==> src/rtl/sp_mem_ctrl_pkg.sv <==
// Shared command and controller-state encodings for the single-port memory controller.
package sp_mem_ctrl_pkg;

  typedef enum logic [1:0] {
    OP_NOP   = 2'b00,
    OP_READ  = 2'b01,
    OP_WRITE = 2'b10,
    OP_CLEAR = 2'b11
  } op_t;

  typedef enum logic {
    ST_CLEAR = 1'b0,
    ST_IDLE  = 1'b1
  } state_t;

endpackage

==> src/rtl/sp_ram.sv <==
// Word-addressed RAM: one write port, one registered read port and one
// combinational debug read port. Only the read register is reset.
module sp_ram #(
  parameter int ADDR_W = 2,
  parameter int DATA_W = 4
) (
  input  logic              clk_i,
  input  logic              rst_ni,
  input  logic              we_i,
  input  logic [ADDR_W-1:0] waddr_i,
  input  logic [DATA_W-1:0] wdata_i,
  input  logic              re_i,
  input  logic [ADDR_W-1:0] raddr_i,
  output logic [DATA_W-1:0] rdata_o,
  input  logic [ADDR_W-1:0] dbg_addr_i,
  output logic [DATA_W-1:0] dbg_data_o
);

  localparam int DEPTH = 2 ** ADDR_W;

  logic [DATA_W-1:0] mem_q [DEPTH];
  logic [DATA_W-1:0] rdata_q;

  // The array has no reset; the controller's clear sweep initialises it.
  always_ff @(posedge clk_i) begin
    if (we_i) mem_q[waddr_i] <= wdata_i;
  end

  always_ff @(posedge clk_i or negedge rst_ni) begin
    if (!rst_ni) begin
      rdata_q <= '0;
    end else if (re_i) begin
      rdata_q <= mem_q[raddr_i];
    end
  end

  assign rdata_o    = rdata_q;
  assign dbg_data_o = mem_q[dbg_addr_i];

endmodule

==> src/rtl/sp_mem_ctrl.sv <==
// Single-port memory controller: command handshake, clear sweep after reset or
// on a CLEAR command, registered reads with a one-cycle rd_valid pulse.
module sp_mem_ctrl
  import sp_mem_ctrl_pkg::*;
#(
  parameter int                ADDR_W    = 2,
  parameter int                DATA_W    = 4,
  parameter logic [DATA_W-1:0] CLEAR_VAL = '0
) (
  input  logic              clk_2,
  input  logic              reset_n,
  input  logic              cmd_valid,
  output logic              cmd_ready,
  input  logic [1:0]        cmd_op,
  input  logic [ADDR_W-1:0] cmd_addr,
  input  logic [DATA_W-1:0] cmd_data,
  output logic              rd_valid,
  output logic [DATA_W-1:0] rd_data,
  output logic              busy,
  input  logic [ADDR_W-1:0] dbg_addr,
  output logic [DATA_W-1:0] dbg_data
);

  localparam logic [ADDR_W-1:0] PTR_LAST = {ADDR_W{1'b1}};

  state_t            state_q, state_d;
  logic [ADDR_W-1:0] ptr_q, ptr_d;
  logic              rd_valid_q, rd_valid_d;

  logic              ram_we;
  logic [ADDR_W-1:0] ram_waddr;
  logic [DATA_W-1:0] ram_wdata;
  logic              ram_re;

  always_ff @(posedge clk_2 or negedge reset_n) begin
    if (!reset_n) begin
      state_q    <= ST_CLEAR;
      ptr_q      <= '0;
      rd_valid_q <= 1'b0;
    end else begin
      state_q    <= state_d;
      ptr_q      <= ptr_d;
      rd_valid_q <= rd_valid_d;
    end
  end

  always_comb begin
    state_d    = state_q;
    ptr_d      = ptr_q;
    rd_valid_d = 1'b0;
    cmd_ready  = 1'b0;
    ram_we     = 1'b0;
    ram_waddr  = cmd_addr;
    ram_wdata  = cmd_data;
    ram_re     = 1'b0;
    case (state_q)
      ST_CLEAR: begin
        // Sweep owns the write port; pointer parks on the last word, no wrap.
        ram_we    = 1'b1;
        ram_waddr = ptr_q;
        ram_wdata = CLEAR_VAL;
        if (ptr_q == PTR_LAST) state_d = ST_IDLE;
        else                   ptr_d   = ptr_q + ADDR_W'(1);
      end
      ST_IDLE: begin
        cmd_ready = 1'b1;
        if (cmd_valid) begin
          case (op_t'(cmd_op))
            OP_READ: begin
              ram_re     = 1'b1;
              rd_valid_d = 1'b1;
            end
            OP_WRITE: ram_we = 1'b1;
            OP_CLEAR: begin
              ptr_d   = '0;
              state_d = ST_CLEAR;
            end
            default: ;
          endcase
        end
      end
      default: state_d = ST_CLEAR;
    endcase
  end

  sp_ram #(
    .ADDR_W (ADDR_W),
    .DATA_W (DATA_W)
  ) u_ram (
    .clk_i      (clk_2),
    .rst_ni     (reset_n),
    .we_i       (ram_we),
    .waddr_i    (ram_waddr),
    .wdata_i    (ram_wdata),
    .re_i       (ram_re),
    .raddr_i    (cmd_addr),
    .rdata_o    (rd_data),
    .dbg_addr_i (dbg_addr),
    .dbg_data_o (dbg_data)
  );

  assign rd_valid = rd_valid_q;
  assign busy     = (state_q == ST_CLEAR);

endmodule
==> config.mk <==
export PLATFORM = sky130hd
export DESIGN_NAME = sp_mem_ctrl
export DESIGN_NICKNAME = d
export VERILOG_FILES = /design/src/rtl/sp_mem_ctrl_pkg.sv /design/src/rtl/sp_ram.sv /design/src/rtl/sp_mem_ctrl.sv
export SDC_FILE = /design/constraint.sdc
export NUM_CORES = 1
export LEC_CHECK = 0
export CAP_MARGIN = 20
export CORE_AREA = 3 3 51 65
export CTS_CLUSTER_DIAMETER = 150
export DETAILED_ROUTE_END_ITERATION = 7
export DIE_AREA = 0 0 54 68
export PLACE_DENSITY = 0.75
export SLEW_MARGIN = 20
export SYNTH_ARGS = -nofsm -noshare
export SYNTH_HDL_FRONTEND = slang
export SYNTH_SLANG_ARGS = --single-unit
==> constraint.sdc <==
create_clock -name clk_2 -period 2.01 [get_ports clk_2]
set_clock_uncertainty 0.1 [all_clocks]
set_input_delay 0.603 -clock clk_2 [delete_from_list [all_inputs] [get_ports clk_2]]
set_output_delay 0.603 -clock clk_2 [all_outputs]
set_load 0.005 [all_outputs]
==> metrics.md, run 1 <==
| Metric | Value |
|---|---|
| Synth area leaders | `edfxtp_1 (44%), dfrtp_1 (18%), mux4_2 (17%)` |
| Synth top cells by count | `edfxtp_1 (16), dfrtp_1 (8), mux4_2 (8)` |
| Antenna cells | `0` |
| Power per cell area | `1232 nW/um2` |
| Remaining antenna violation count after routing | `0` |
| First-pass GRT wire length | `3036 um` |
| Worst slew pin tran | `0.3699 ns` |
| Required time of the critical path | `1.31 ns` |
| Total track usage | `0.1253` |
| GP Congestion | `0.7308` |
| F_max | `477.2 MHz` |
| Core Region | `2706 um2` |
| Post-synthesis mux area share | `0.2376` |
| Clock Pin Slew Worst Setup and Hold Paths | `0.13 ns` |
| HPWL after DPL | `1548 um` |
| Initial antenna violation count | `0` |
| Avg Cell Area, Syn | `17.22 um2` |
| Max IR drop VDD | `0.5399 mV` |
| Setup TNS | `-0.1677 ns` |
| Layout Nets | `115` |
| CP delay by family, top | `multiplexers` |
| CP bufs+invs | `1` |
| DP Area | `1401 um2` |
| Final WL | `1971 um` |
| Gate power share | `0.356` |
| Violated checks | `negative setup slack` |
| Clock H-tree levels | `1` |
| Synth Area in Compound Gates | `0.02653` |
| Max-cap violations | `0` |
| GRT overflow | `0` |
| DRT iter0 DRCs | `20` |
| Final worst-path cycle share | `1.042` |
| Cts-stage hold buffer count | `0` |
| Num CTS Buffers | `3` |
| YS warnings | `0` |
| Gate Count Post-Synth | `63` |
| Critical path capture point type | `output pin` |
| Switching power | `0.4934 mW` |
| Residual DRC | `0` |
| Port Buffers | `23` |
| Setup crit start | `u_ram.mem_q[2][0]` |
| Fin area | `1469 um2` |
| Top-count cell post-synth | `edfxtp_1` |
| Register bit total from synthesis | `24` |
| Largest area contributor in the netlist | `edfxtp_1` |
| Sw frac | `0.2726` |
| Worst Setup Start Kind | `flip-flop` |
| Slew HR | `0.7526` |
| Clock Power Share | `0.192` |
| Layout Cells excl Fill | `134` |
| Placed cells | `126` |
| Clock latency at the later pin of the worst-skew pair | `0.31 ns` |
| Simple-Gate Fraction of Synth Area | `0.07151` |
| Synth top area share | `0.4429` |
| Critical path arrival | `1.39 ns` |
| Area grow syn2layout | `35.41%` |
| Max incr delay on CP | `0.48 ns` |
| Leak Pwr | `0.5956 nW` |
| Die area | `3672 um2` |
| CP Max Fanout | `2` |
| Vias in the first global route | `676` |
| Net Count, Synth | `77` |
| Worst setup margin | `-0.08542 ns` |
| Worst min path class | `reg -> reg` |
| Yosys cell types | `18` |
| Post-synth EDFFs | `16` |
| Min cycle time layout | `2.095 ns` |
| Row cnt | `21` |
| Num Clock Sinks | `24` |
| CP Class | `reg -> out` |
| Final Hold Vio Count | `0` |
| WL/cell | `14.71 um` |
| Final setup viols | `4` |
| Pwr Total | `1.810 mW` |
| Largest net degree at the start of global routing | `15` |
| Final Util | `0.5428` |
| Reg2Reg Launch Point | `state_q` |
| TritonCTS clock tree | `built` |
| Async SR Flop Fraction | `0.3333` |
| Post-synthesis sequential area ratio | `0.6275` |
| Die X | `54 um` |
| DIE HEIGHT | `68 um` |
| Post-Synth XOR/XNOR Area | `0` |
| Internal power | `1.317 mW` |
| Outcome | `complete, but fails checks` |
| Flop pwr share | `0.452` |
| Adder-Cell Fraction of Synth Area | `0.01153` |
| Hold path start | `u_ram.rdata_o[1]` |
| Main combinational cell family by area after synthesis | `multiplexers` |
| Cells along the critical path | `mux4_2 > buf_2` |
| Dominant synthesized flop cell | `edfxtp_1` |
| Vias per cell | `4.888` |
| Initial core utilization | `0.4008` |
| Drt pass-1 iters | `4` |
| Via count | `655` |
| Clk buf depth | `2` |
| Root buf cell | `clkbuf_4` |
| Slowest CP cell | `mux4_2` |
| Mapped Area | `1085 um2` |
| Slew Viols, Final | `0` |
| RSZ-0062 raised after global routing | `yes` |
| Share of cells above drive strength 1 | `0.3700` |
| I/O Pins | `24` |
[worst register-to-register path, cell delays in order, from the launching register on]
cell and delay [ns]:
dfrtp_1 0.41, buf_4 0.19, mux2_2 0.36, nor2_1 0.12, buf_4 0.15
[kinds of logic after synthesis]
family | after synthesis
DFF | 24
AOI/OAI and AO/OA | 4
adders and majority gates | 1
muxes | 15
and+or+nand+nor | 14
buffers and inverters | 5
[power groups by stage]
stage	Sequential (mW)	Clock [mW]	Combinational [mW]
3_3_place_gp	0.821	0	0.621
3_5_place_dp	0.834	0	0.639
2_1_floorplan	0.813	0	0.334
4_1_cts	0.818	0.352	0.636
5_1_grt	0.836	0.366	0.715
6_report	0.819	0.347	0.645
[cell type report]
class	instances	area, um2
Tap cell	34	42.54
Fill cell	228	1237
Timing Repair Buffer	35	300.3
Sequential cell	24	680.7
Clock inverter	1	30.03
Clock buffer	3	22.52
Multi-Input combinational cell	34	381.6
Inverter	3	11.26
[cells in the final DEF (no fill, tap or decap), types with 2 or more instances in the layout]
cell	netlist	layout
mux4_2	8	8
inv_1	3	3
nor2_1	6	4
nor2_2	0	2
mux2_2	6	6
clkdlybuf4s50_1	0	16
and2_1	4	4
edfxtp_1	16	16
buf_2	1	4
dfrtp_1	8	8
clkbuf_4	0	3
buf_4	0	12
a31oi_1	2	2
[sequential cells by signal, summed over array words and instances (netlist names)]
name / cells
state_q: 1
u_ram.mem_q: 16
rd_valid: 1
u_ram.rdata_o: 4
ptr_q: 2
[routing by layer]
metal,vias up,global-route usage,part of all wire
li1,319,-,-
met1,306,0.1326,0.39
met2,26,0.2045,0.51
met3,4,0.01961,0.058
met4,0,0.1215,0.046
met5,-,0,0
[per-stage QoR]
stage,setup slack (ns),hold slack [ns]
after CTS,-0.08358,0.4267
after global placement,-0.9231,0.3892
after floorplan,0.2261,0.2074
after global routing,-0.1271,0.4457
after detailed placement,-0.9595,0.3980
final,-0.08542,0.4206
[worst paths after layout]
| kind | slack (ns) | cells after the start | endpoint |
|---|---|---|---|
| min in group asynchronous | 0.44 | 1 | rd_valid |
| hold reg to reg | 0.42 | 1 | u_ram.rdata_o[1] |
| setup reg to reg | 0.42 | 4 | u_ram.mem_q[1][1] |
| max in group asynchronous | 1.10 | 1 | ptr_q[0] |
| hold / removal | 0.42 | 1 | u_ram.rdata_o[1] |
| setup / recovery | -0.09 | 2 | dbg_data[0] |
[repair_timing]
item	in CTS	in global routing
gates cloned	0	0
setup endpoints to repair	5	12
resized for setup	26	2
buffers inserted	3	1
No activity file was read; power rests on OpenSTA's default activity.
==> run 2, diff against run 1 <==
Settings changed: CAP_MARGIN 20 to default, CORE_AREA 3 3 51 65 to 3 3 47 60, DIE_AREA 0 0 54 68 to 0 0 50 63, PLACE_DENSITY 0.75 to 0.85, SKIP_CTS_REPAIR_TIMING from default to 1.
==> run 2 against run 1 <==
Against the previous run:
- the run still ends with negative setup slack left
- combinational power about the same
- power down 7.1%
- design area down 3.1%
- core utilization up 5.6 points
- sequential power up 0.5%
- highest routed layer unchanged
- sequential cell count unchanged
- worst hold slack better by 0.0059 ns
- non-clock buffer count down 2
- via count up 7.2%
==> metrics.md, run 2 (same netlist as run 1, synthesis figures left out) <==
| Metric | Value |
|---|---|
| Outcome | `complete, but fails checks` |
| Violated checks | `negative setup slack` |
| Max reg flops | `16` |
| Critical path arrival | `1.38 ns` |
| Initial antenna violation count | `0` |
| Setup WS pre-CTS | `-0.9488 ns` |
| Max-cap violations | `0` |
| I/O Pins | `24` |
| Most flops, register | `u_ram.mem_q` |
| Internal power | `1.189 mW` |
| Core Region | `2377 um2` |
| Root buf cell | `clkbuf_4` |
| Total track usage | `0.1535` |
| Area grow syn2layout | `31.26%` |
| CP delay by family, top | `multiplexers` |
| Via count | `702` |
| Gate power share | `0.384` |
| Die area | `3150 um2` |
| Slew HR | `0.7393` |
| R2R depth | `4` |
| Final worst-path cycle share | `1.036` |
| Max incr delay on CP | `0.50 ns` |
| Pwr Total | `1.682 mW` |
| Clock H-tree levels | `1` |
| Critical path capture point type | `output pin` |
| Share of cells above drive strength 1 | `0.3265` |
| Num Clock Sinks | `24` |
| Power per cell area | `1181 nW/um2` |
| Leak Pwr | `0.5897 nW` |
| TritonCTS clock tree | `built` |
| Area occupied by multi-input gates | `376.6 um2` |
| Clock Power Share | `0.127` |
| GP Congestion | `0.7466` |
| Num CTS Buffers | `3` |
| Reg2Reg Launch Point | `state_q` |
| Row cnt | `20` |
| Slowest CP cell | `mux4_2` |
| Clk buf depth | `2` |
| Cells along the critical path | `mux4_2 > clkbuf_2` |
| Switching power | `0.4930 mW` |
| HPWL after DPL | `1779 um` |
| DRT iter0 DRCs | `14` |
| Max IR drop VDD | `0.4907 mV` |
| Fillers | `175` |
| Final Util | `0.5989` |
| Clock Pin Slew Worst Setup and Hold Paths | `0.12 ns` |
| Final Hold Vio Count | `0` |
| Setup crit start | `u_ram.mem_q[3][0]` |
| Port Buffers | `23` |
| RSZ-0062 raised after global routing | `yes` |
| CP Depth | `2` |
| Vias in the first global route | `738` |
| Hold path start | `u_ram.rdata_o[2]` |
| CP Class | `reg -> out` |
| WHS Path Cells | `1` |
| Worst min path class | `reg -> reg` |
| Largest net degree at the start of global routing | `14` |
| Sequential cell area | `680.7 um2` |
| Antenna cells | `0` |
| Flop pwr share | `0.489` |
| First-pass GRT wire length | `3484 um` |
| Drt pass-1 iters | `4` |
| DIE HEIGHT | `63 um` |
| Sw frac | `0.2932` |
| WL/cell | `16.60 um` |
| Final WL | `2175 um` |
| Slew Viols, Final | `0` |
| Required time of the critical path | `1.31 ns` |
| GRT overflow | `0` |
| F_max | `480.1 MHz` |
| Min cycle time layout | `2.083 ns` |
| Residual DRC | `0` |
| Initial core utilization | `0.4563` |
| Clock latency at the later pin of the worst-skew pair | `0.32 ns` |
| Layout Nets | `113` |
| Worst setup margin | `-0.07283 ns` |
| Vias per cell | `5.359` |
| CP Max Fanout | `2` |
| Die X | `50 um` |
| Most frequent cells in the layout | `clkdlybuf4s50_1 (16), edfxtp_1 (16), buf_4 (11), mux4_2 (8), dfrtp_1 (8)` |
| Final setup viols | `4` |
| Remaining antenna violation count after routing | `0` |
| Worst Setup Start Kind | `flip-flop` |
| Worst slew pin tran | `0.3899 ns` |
| CP bufs+invs | `1` |
run 2: cell types whose count changed in the layout (fill, tap and decap cells not counted):
cell / change
dlymetal6s2s_1: +2
buf_2: -4
buf_4: -1
nor2_2: -2
buf_6: -1
dlygate4sd2_1: -1
bufinv_16: -1
clkdlybuf4s15_1: -1
clkbuf_2: +4
nor2_1: +2
clkinv_1: +1
run 2: power groups by stage:
stage	Combinational, mW	Clock [mW]	Sequential, mW
3_5_place_dp	0.682	0	0.836
5_1_grt	0.704	0.237	0.843
3_3_place_gp	0.645	0	0.814
4_1_cts	0.683	0.216	0.824
2_1_floorplan	0.334	0	0.813
6_report	0.645	0.213	0.823
run 2: area by class of cell:
class | instances | share of cell area
Clock buffer | 3 | 0.01582
Clock inverter | 1 | 0.002636
Inverter | 3 | 0.007909
Multi-Input combinational cell | 34 | 0.2645
Sequential cell | 24 | 0.4780
Tap cell | 33 | 0.02900
Timing Repair Buffer | 33 | 0.2021
run 2: routing by layer:
layer / wire, um / vias up / global-route usage
met5: 0 / - / 0
met4: 51 / 0 / 0.09343
met3: 89 / 5 / 0.03580
met2: 1232 / 28 / 0.2696
met1: 801 / 349 / 0.1599
li1: - / 320 / -
run 2: worst paths after layout:
check,to,slack (ns)
setup / recovery,dbg_data[0],-0.07
hold / removal,u_ram.rdata_o[2],0.43
setup reg to reg,u_ram.mem_q[1][3],0.43
hold reg to reg,u_ram.rdata_o[2],0.43
max in group asynchronous,u_ram.rdata_o[2],1.08
min in group asynchronous,ptr_q[0],0.46
run 2: metrics by stage:
step | std cells | setup TNS [ns] | area [um2] | hold WS [ns]
finish | 131 | -0.2010 | 1424 | 0.4265
global route | 131 | -0.3672 | 1424 | 0.4505
CTS | 131 | -3.735 | 1441 | 0.4348
detailed placement | 127 | -6.118 | 1415 | 0.4065
global placement | 127 | -5.298 | 1415 | 0.3876
floorplan | 63 | 0 | 1085 | 0.2074
run 2: worst register-to-register path: cells and delay by family (launching register included):
kind	cells	cell delay [ns]
simple gates	1	0.12
mux	1	0.36
flops	1	0.38
buf+inv	2	0.34
